==> src/rtl/bcd_timer_pkg.sv <==
// rtl/bcd_timer_pkg.sv - shared types, constants and BCD saturation helper for the countdown timer
package bcd_timer_pkg;

    typedef enum logic [1:0] {IDLE, RUN, DONE} timer_state_t;

    localparam int DIGIT_W = 4;
    localparam logic [DIGIT_W-1:0] BCD_MAX = 4'd9;

    function automatic logic [DIGIT_W-1:0] bcd_sat(input logic [DIGIT_W-1:0] nibble);
        return (nibble > BCD_MAX) ? BCD_MAX : nibble;
    endfunction

endpackage

==> src/rtl/bcd_digit_down.sv <==
// rtl/bcd_digit_down.sv - one BCD digit of the down-counter with 0->9 wrap and borrow chain
module bcd_digit_down
    import bcd_timer_pkg::*;
(
    input  logic               clk,
    input  logic               rst,
    input  logic               ld,
    input  logic [DIGIT_W-1:0] ld_val,
    input  logic               dec_en,
    input  logic               borrow_in,
    output logic [DIGIT_W-1:0] digit,
    output logic               borrow_out
);

    assign borrow_out = (digit == '0) && borrow_in;

    always_ff @(posedge clk) begin
        if (rst) begin
            digit <= '0;
        end else if (ld) begin
            digit <= ld_val;
        end else if (dec_en && borrow_in) begin
            digit <= (digit == '0) ? BCD_MAX : digit - 1'b1;
        end
    end

endmodule

==> src/rtl/bcd_countdown_timer.sv <==
// rtl/bcd_countdown_timer.sv - multi-digit BCD countdown timer; optional BCD_TIMER_AUTO_RELOAD_EN
module bcd_countdown_timer
    import bcd_timer_pkg::*;
#(
    parameter int DIGITS   = 2,
    parameter int TICK_DIV = 1
) (
    input  logic                    clk,
    input  logic                    rst,
    input  logic                    load,
    input  logic [DIGIT_W*DIGITS-1:0] load_val,
    input  logic                    start,
    input  logic                    pause,
    output logic [DIGIT_W*DIGITS-1:0] cont,
    output logic                    busy,
    output logic                    done
);

    localparam int W    = DIGIT_W * DIGITS;
    localparam int PS_W = (TICK_DIV > 1) ? $clog2(TICK_DIV) : 1;
    localparam logic [PS_W-1:0] PS_LAST = PS_W'(TICK_DIV - 1);

    timer_state_t    state, next_state;
    logic [PS_W-1:0] presc;
    logic [W-1:0]    sat_val;
    logic [W-1:0]    digit_val;
    logic            digit_ld;
    logic [DIGITS:0] borrow;
    logic            run_tick;
    logic            dec_en;
    logic            terminal;
    logic            cont_zero;
    logic            reload_now;

    always_comb begin
        sat_val = '0;
        for (int i = 0; i < DIGITS; i++) begin
            sat_val[i*DIGIT_W +: DIGIT_W] = bcd_sat(load_val[i*DIGIT_W +: DIGIT_W]);
        end
    end

    assign run_tick  = (state == RUN) && !pause && (presc == PS_LAST);
    assign cont_zero = (cont == '0);
    assign terminal  = run_tick && (cont == W'(1));
    // A full borrow through every digit means the count is already zero; hold rather than wrap to all nines.
    assign dec_en    = run_tick && !borrow[DIGITS];
    assign borrow[0] = run_tick;

`ifdef BCD_TIMER_AUTO_RELOAD_EN
    logic [W-1:0] reload_val;
    logic         reload_hit;

    assign reload_now = terminal && (reload_val != '0);
    assign digit_ld   = load || reload_now;
    assign digit_val  = load ? sat_val : reload_val;

    always_ff @(posedge clk) begin
        if (rst) begin
            reload_val <= '0;
            reload_hit <= 1'b0;
        end else begin
            if (load) begin
                reload_val <= sat_val;
            end
            reload_hit <= reload_now && !load;
        end
    end
`else
    assign reload_now = 1'b0;
    assign digit_ld   = load;
    assign digit_val  = sat_val;
`endif

    for (genvar g = 0; g < DIGITS; g++) begin : g_digit
        bcd_digit_down u_digit (
            .clk        (clk),
            .rst        (rst),
            .ld         (digit_ld),
            .ld_val     (digit_val[g*DIGIT_W +: DIGIT_W]),
            .dec_en     (dec_en),
            .borrow_in  (borrow[g]),
            .digit      (cont[g*DIGIT_W +: DIGIT_W]),
            .borrow_out (borrow[g+1])
        );
    end

    always_ff @(posedge clk) begin
        if (rst || load || state != RUN) begin
            presc <= '0;
        end else if (!pause) begin
            presc <= run_tick ? '0 : presc + 1'b1;
        end
    end

    always_ff @(posedge clk) begin
        if (rst) begin
            state <= IDLE;
        end else begin
            state <= next_state;
        end
    end

    always_comb begin
        next_state = state;
        if (load) begin
            next_state = IDLE;
        end else begin
            case (state)
                IDLE:    if (start && !cont_zero) next_state = RUN;
                RUN:     if (terminal && !reload_now) next_state = DONE;
                DONE:    next_state = IDLE;
                default: next_state = IDLE;
            endcase
        end
    end

    always_comb begin
        busy = (state == RUN);
`ifdef BCD_TIMER_AUTO_RELOAD_EN
        done = (state == DONE) || reload_hit;
`else
        done = (state == DONE);
`endif
    end

endmodule

==> config.mk <==
export PLATFORM = sky130hd
export DESIGN_NAME = bcd_countdown_timer
export DESIGN_NICKNAME = d
export VERILOG_FILES = /design/src/rtl/bcd_timer_pkg.sv /design/src/rtl/bcd_digit_down.sv /design/src/rtl/bcd_countdown_timer.sv
export SDC_FILE = /design/constraint.sdc
export NUM_CORES = 1
export LEC_CHECK = 0
export BUFFER_PORTS_ARGS = -buffer_cell sky130_fd_sc_hd__buf_2
export CAP_MARGIN = 20
export CORE_MARGIN = 5
export CORE_UTILIZATION = 47
export CTS_BUF_LIST = sky130_fd_sc_hd__clkbuf_16
export DETAILED_ROUTE_END_ITERATION = 12
export PLACE_DENSITY = 0.8
export SLEW_MARGIN = 40
export SYNTH_ARGS = -nofsm -noshare
export SYNTH_HDL_FRONTEND = slang
export SYNTH_SLANG_ARGS = --single-unit
==> constraint.sdc <==
create_clock -name clk -period 2.1 [get_ports clk]
set_input_delay 0.42 -clock clk [delete_from_list [all_inputs] [get_ports clk]]
set_output_delay 0.42 -clock clk [all_outputs]
set_load 0.01 [all_outputs]
==> Yosys cells after proc, flatten, opt, wreduce, memory -nomap -nowiden <==
Index checks and enable logic that the tools add are counted.
{ "word_totals": {"elab_cells": 50, "ff_bits": 11, "inputBits": 13, "output_inout_bits": 10} }
{ "op_classes": {"reduce_logical": 22, "n_bitwise": 1, "eq_ne": 6, "order_cmp": 2, "n_mux": 12, "addsub": 3} }
{ "op_table": {"columns": ["op", "n"], "rows": [
  ["$mux 4", 8],
  ["$logic_and 1x1->1", 9],
  ["$eq 8x1->1 const B", 1],
  ["$gt 4x4->1 const B", 2],
  ["$logic_not 4->1", 2],
  ["$logic_not 8->1", 1],
  ["$sub 4x1->4 const B", 2],
  ["$mux 2", 2],
  ["$ne 2x1->1 const B", 2],
  ["$pmux 2 s2", 1],
  ["$reduce_bool 2->1", 2],
  ["$logic_not 1->1", 3],
  ["$eq 2x1->1 const B", 1],
  ["$eq 2x2->1 const B", 1],
  ["$logic_not 2->1", 1],
  ["$logic_or 1x1->1", 2],
  ["$ne 2x2->1 const B", 1],
  ["$reduce_and 2->1", 1],
  ["$reduce_or 2->1", 1],
  ["$add 1x1->1 const B", 1],
  ["$mux 1", 1],
  ["$not 1->1", 1]
]} }

==> Logic depth before layout (Yosys ltp) <==
{ "depth": {"depth_word": 10, "depth_mapped": 5, "depth_no_buf": 4} }

==> Cells and area by module <==
A second synthesis with hierarchy kept.
{ "hier_totals": {"cells_unflattened": 81, "area_unflattened_um2": 698.2} }
{ "modules_own_cells": {"columns": ["mod", "cells_each", "n_inst", "area_each_um2", "seq_area_each_um2"], "rows": [
  ["bcd_digit_down", 27, 2, 234.0, 80.1],
  ["bcd_countdown_timer", 27, 1, 230.2, 60.1]
]} }

==> Least setup slack after synthesis <==
Ideal clock, no wire load.
{ "synth_timing": {"kind": "input-to-reg", "start": "input port pause", "end": "register g_digit[0].u_digit.digit[3]", "t_required_ps": 1972, "setup_ps": 128, "t_arrival_ps": 1700, "stages": 5, "path_buffers": 1, "slack_ps": 272, "path_cell_list": "or4b_1 > buf_2 > or4_1 > a211oi_2 > nor3_1"} }
{ "synth_between": {"elab_chain_cells": 9} }
{ "synth_rtl": {"columns": ["item", "line_no", "rtl"], "rows": [
  ["start, declared", "bcd_countdown_timer.sv:13", "input logic pause,"],
  ["$logic_not 1->1 (*)", null, null],
  ["$logic_and 1x1->1 (*) (2 in series)", "bcd_countdown_timer.sv:42", "assign run_tick = (state == RUN) && !pause && (presc == PS_LAST);"],
  ["$logic_and 1x1->1 (2 in series)", "bcd_digit_down.sv:15", "assign borrow_out = (digit == '0) && borrow_in;"],
  ["$logic_not 1->1", "bcd_countdown_timer.sv:46", "assign dec_en = run_tick && !borrow[DIGITS];"],
  ["$logic_and 1x1->1", "bcd_countdown_timer.sv:46", null],
  ["$logic_and 1x1->1 (*)", "bcd_digit_down.sv:22", "end else if (dec_en && borrow_in) begin"],
  ["$reduce_bool 2->1 (no source line) (*)", null, null],
  ["end signal, assigned", "bcd_digit_down.sv:21", "digit <= ld_val;"],
  ["end signal, assigned", "bcd_digit_down.sv:23", "digit <= (digit == '0) ? BCD_MAX : digit - 1'b1;"],
  ["end, declared", "bcd_digit_down.sv:11", "output logic [DIGIT_W-1:0] digit,"]
]} }
Every way passes the cells marked *; elsewhere a longest branch is shown, timed or not.
A chain may end at the register's enable or synchronous reset.

==> Worst setup path in the final report <==
{ "layout_timing": {"start": "register g_digit[1].u_digit.digit[0]", "end": "register g_digit[0].u_digit.digit[0]"} }
{ "layout_between": {"elab_chain_cells": 6} }
{ "layout_rtl": {"columns": ["item", "line_no"], "rows": [
  ["start, declared", "bcd_digit_down.sv:11"],
  ["start signal, assigned", "bcd_digit_down.sv:21"],
  ["start signal, assigned", "bcd_digit_down.sv:23"],
  ["$logic_not 4->1", "bcd_digit_down.sv:15"],
  ["$logic_and 1x1->1", "bcd_digit_down.sv:15"],
  ["$logic_not 1->1", "bcd_countdown_timer.sv:46"],
  ["$logic_and 1x1->1", "bcd_countdown_timer.sv:46"],
  ["$logic_and 1x1->1", "bcd_digit_down.sv:22"],
  ["$reduce_bool 2->1 (no source line)", null]
]} }
No other way between the ends.

==> summary.txt <==
Hold path
  • Type of the tightest min-delay check: in2reg
  • Number of cells traversed by the worst hold path: 2

Run status
  • Run status: finished clean

Detailed routing
  • Via count: 704
  • Violation count after the first detailed-route iteration: 12
  • WL final: 1.62 mm
  • Via count normalized by instance count: 5.87
  • Number of iterations in the first detailed-routing pass: 4
  • DRT antenna net count: 0
  • DRC viols: 0
  • Routed length per placed instance: 13.5 um

Synthesis
  • Syn Std Cell Area: 643 sq um
  • Dominant combinational cell family by area after synthesis: simple AND/OR/NAND/NOR gates
  • Yosys warnings: 0
  • Synthesized instance count: 81
  • Top area cells in the synthesized netlist: sky130_fd_sc_hd__dfxtp_1 34%, sky130_fd_sc_hd__a211oi_1 7.0%, sky130_fd_sc_hd__nor2_1 4.7%
  • Xor-xnor portion of the synthesized cell area: 0
  • Part of the Yosys area used for sequential elements: 0.342
  • Synth Area in Simple Gates: 0.325
  • Syn_nets: 94
  • Top_reg_cell synth: sky130_fd_sc_hd__dfxtp_1
  • Fraction of synthesized area in multiplexers: 0.0156
  • Largest area contributor in the synthesized netlist: sky130_fd_sc_hd__dfxtp_1
  • Netlist cell types: 27
  • Async SR Flop Fraction: 0
  • Adder-Cell Fraction of Synth Area: 0
  • EDFF count, synth: 0
  • Proportion of netlist area held by the largest area contributor: 0.342
  • Synth Area in Compound Gates: 0.251
  • Avg Cell Area, Syn: 7.94 sq um
  • Synth Register Bits: 11

Power and ir drop
  • Power density over the cells: 795 nW/um^2
  • Post-layout power: 0.679 mW
  • Leakage power: 0.376 nW
  • Peak VDD IR: 0.472 mV

Run
  • Max-cap violations: 0

Critical path
  • Type of the worst setup path: reg2reg
  • CP dominant cell by count: sky130_fd_sc_hd__or4_1
  • Arrival time at the worst endpoint: 1.96 ns
  • Buffers and inverters on the worst path: 0
  • Endpoint required time on the critical path: 2.21 ns
  • Crit path cell chain: or4_1, or4_1, a211oi_1, a311oi_1
  • Worst R2R Path Depth: 4
  • Slowest cell on crit path: sky130_fd_sc_hd__or4_1
  • Endpoint class of the critical path: flip-flop
  • Logic depth of the worst path, buffers included: 4
  • Worst-path maximum fanout: 6
  • Worst setup SP type: flip-flop
  • Largest delay share family, worst path: simple AND/OR/NAND/NOR gates
  • Crit-path max cell delay: 0.60 ns

Clock tree
  • TritonCTS clock tree: done
  • H-Tree Level Count: 1
  • Root Driver: sky130_fd_sc_hd__clkbuf_16
  • Number of buffers inserted to repair setup after CTS: 0
  • # resized after CTS: 0
  • Hold buffer count at cts: 0
  • CTS clock-pin slew for the worst setup and hold paths: 0.04 ns
  • CTS sink count: 11
  • Maximum count of clock buffers along a single path: 2
  • Clock buffer count from CTS: 3
  • Clock network latency to the later pin of the worst-skew pair: 0.24 ns

Timing
  • Final clock period utilization by the worst path: 0.882
  • Post-route clock skew: 0.00135 ns
  • Shortest period the worst path allows: 1.85 ns
  • Final critical-path setup slack: 0.248 ns
  • Final hold vios: 0
  • Final slew viol count: 0
  • Top achievable clock speed: 540 MHz
  • Final total negative setup slack: 0 ns
  • Count of endpoints failing setup in the final report: 0
  • RSZ-0062 raised after global routing: no
  • Transition at the pin with the smallest max-transition slack: 0.422 ns
  • Worst slew slack as a fraction of its limit: 0.716

Global routing
  • Overall Global Routing Usage: 0.161
  • Pin count of the biggest net entering global routing: 17
  • Wire length of the first global-routing pass: 2.40 mm
  • Antenna violations before repair: 0
  • Number of global-route vias before repair: 556
  • Congestion Overflow GR: 0

Die
  • Die width: 47.0 um
  • Ports placed on the boundary: 23
  • Area enclosed by the die boundary: 2210 sq um
  • # rows: 13
  • Die extent in y: 47.0 um
  • Effective utilization at floorplan: 0.494
  • CORE AREA: 1300 sq um

Place
  • Minimum setup slack after placement: 0.135 ns
  • Gpl congestion: 0.782
  • DP Wirelength: 1.13 mm
  • Cells after DPL: 116
  • Count of input and output buffers: 22

Layout
  • Area added between synthesis and finish: 32.7%
  • Total number of nets in the final design: 119
  • Layout cells sized above 1: 0.286
  • Antenna diodes: 0
  • Post-route non-filler standard cell count: 120
-- path summary, 6_finish.rpt --
| path | from | endpoint | slack (ns) |
|---|---|---|---|
| worst max-delay path | g_digit[1].u_digit.digit[0] | g_digit[0].u_digit.digit[0] | 0.25 |
| worst max register to register | g_digit[1].u_digit.digit[0] | g_digit[0].u_digit.digit[0] | 0.25 |
| worst min register to register | state[1] | state[0] | 0.49 |
| worst min-delay path | load_val[7] | g_digit[1].u_digit.digit[1] | 0.42 |
-- metrics by stage --
step,cell area (sq um),utilization,hold slack (ns)
2_1_floorplan,643,-,0.442
3_3_place_gp,774,0.595,0.468
3_5_place_dp,774,0.595,0.492
4_1_cts,853,0.656,0.418
5_1_grt,853,0.656,0.418
6_report,853,0.656,0.418
-- registers in the layout, summed over array words and instances (netlist names) --
| signal | count |
|---|---|
| g_digit.u_digit.digit | 8 |
| presc | 1 |
| state | 2 |
-- where the power goes --
part / internal, mW / switching (mW)
combinational: 0.0463 / 0.0543
clock: 0.250 / 0.0919
sequential: 0.221 / 0.0158
-- cell usage after synthesis (3+ instances only) --
library cell,n
sky130_fd_sc_hd__clkbuf_1,4
sky130_fd_sc_hd__nand2b_1,3
sky130_fd_sc_hd__a211oi_1,6
sky130_fd_sc_hd__nor2_1,8
sky130_fd_sc_hd__a21oi_1,4
sky130_fd_sc_hd__inv_1,6
sky130_fd_sc_hd__dfxtp_1,11
sky130_fd_sc_hd__a311oi_1,3
sky130_fd_sc_hd__nor3_1,4
sky130_fd_sc_hd__o21ai_0,4
sky130_fd_sc_hd__nor4_1,3
sky130_fd_sc_hd__or4_1,4
sky130_fd_sc_hd__nor2b_1,3
-- area by class of cell --
type,instances,area (sq um)
multi-input cells,59,380
repair buffers,25,133
flip-flops and latches,11,220
inverters,6,22.5
clock inverters,1,3.75
clock buffers,3,75.1
well taps,15,18.8
fillers,126,448
-- metal layers --
layer / wire, um / track usage / part of all wire / vias to the layer above
met4: 47 / 0.116 / 0.029 / 0
met2: 706 / 0.228 / 0.44 / 35
met5: 0 / 0 / 0 / -
met1: 710 / 0.208 / 0.44 / 307
met3: 155 / 0.0460 / 0.096 / 5
li1: - / - / - / 357
-- kinds of logic (layout without fill, tap and decap cells) --
group	after synthesis	count (layout)
simple gates	36	36
compound gates	22	22
flops	11	11
buf+inv	11	35
mux	1	1
-- cells in the final DEF, fill, tap and decap left out, types with 4 or more instances in the layout --
cell type / n
sky130_fd_sc_hd__a211oi_1: 6
sky130_fd_sc_hd__a21oi_1: 4
sky130_fd_sc_hd__buf_2: 22
sky130_fd_sc_hd__dfxtp_1: 11
sky130_fd_sc_hd__inv_1: 7
sky130_fd_sc_hd__nor2_1: 8
sky130_fd_sc_hd__nor3_1: 4
sky130_fd_sc_hd__o21ai_0: 4
sky130_fd_sc_hd__or4_1: 4
-- worst register-to-register path, stage by stage, from the launching register on --
cell	delay, ns
sky130_fd_sc_hd__dfxtp_1	0.35
sky130_fd_sc_hd__or4_1	0.60
sky130_fd_sc_hd__or4_1	0.46
sky130_fd_sc_hd__a211oi_1	0.24
sky130_fd_sc_hd__a311oi_1	0.07
No activity file was read; power rests on OpenSTA's default activity.
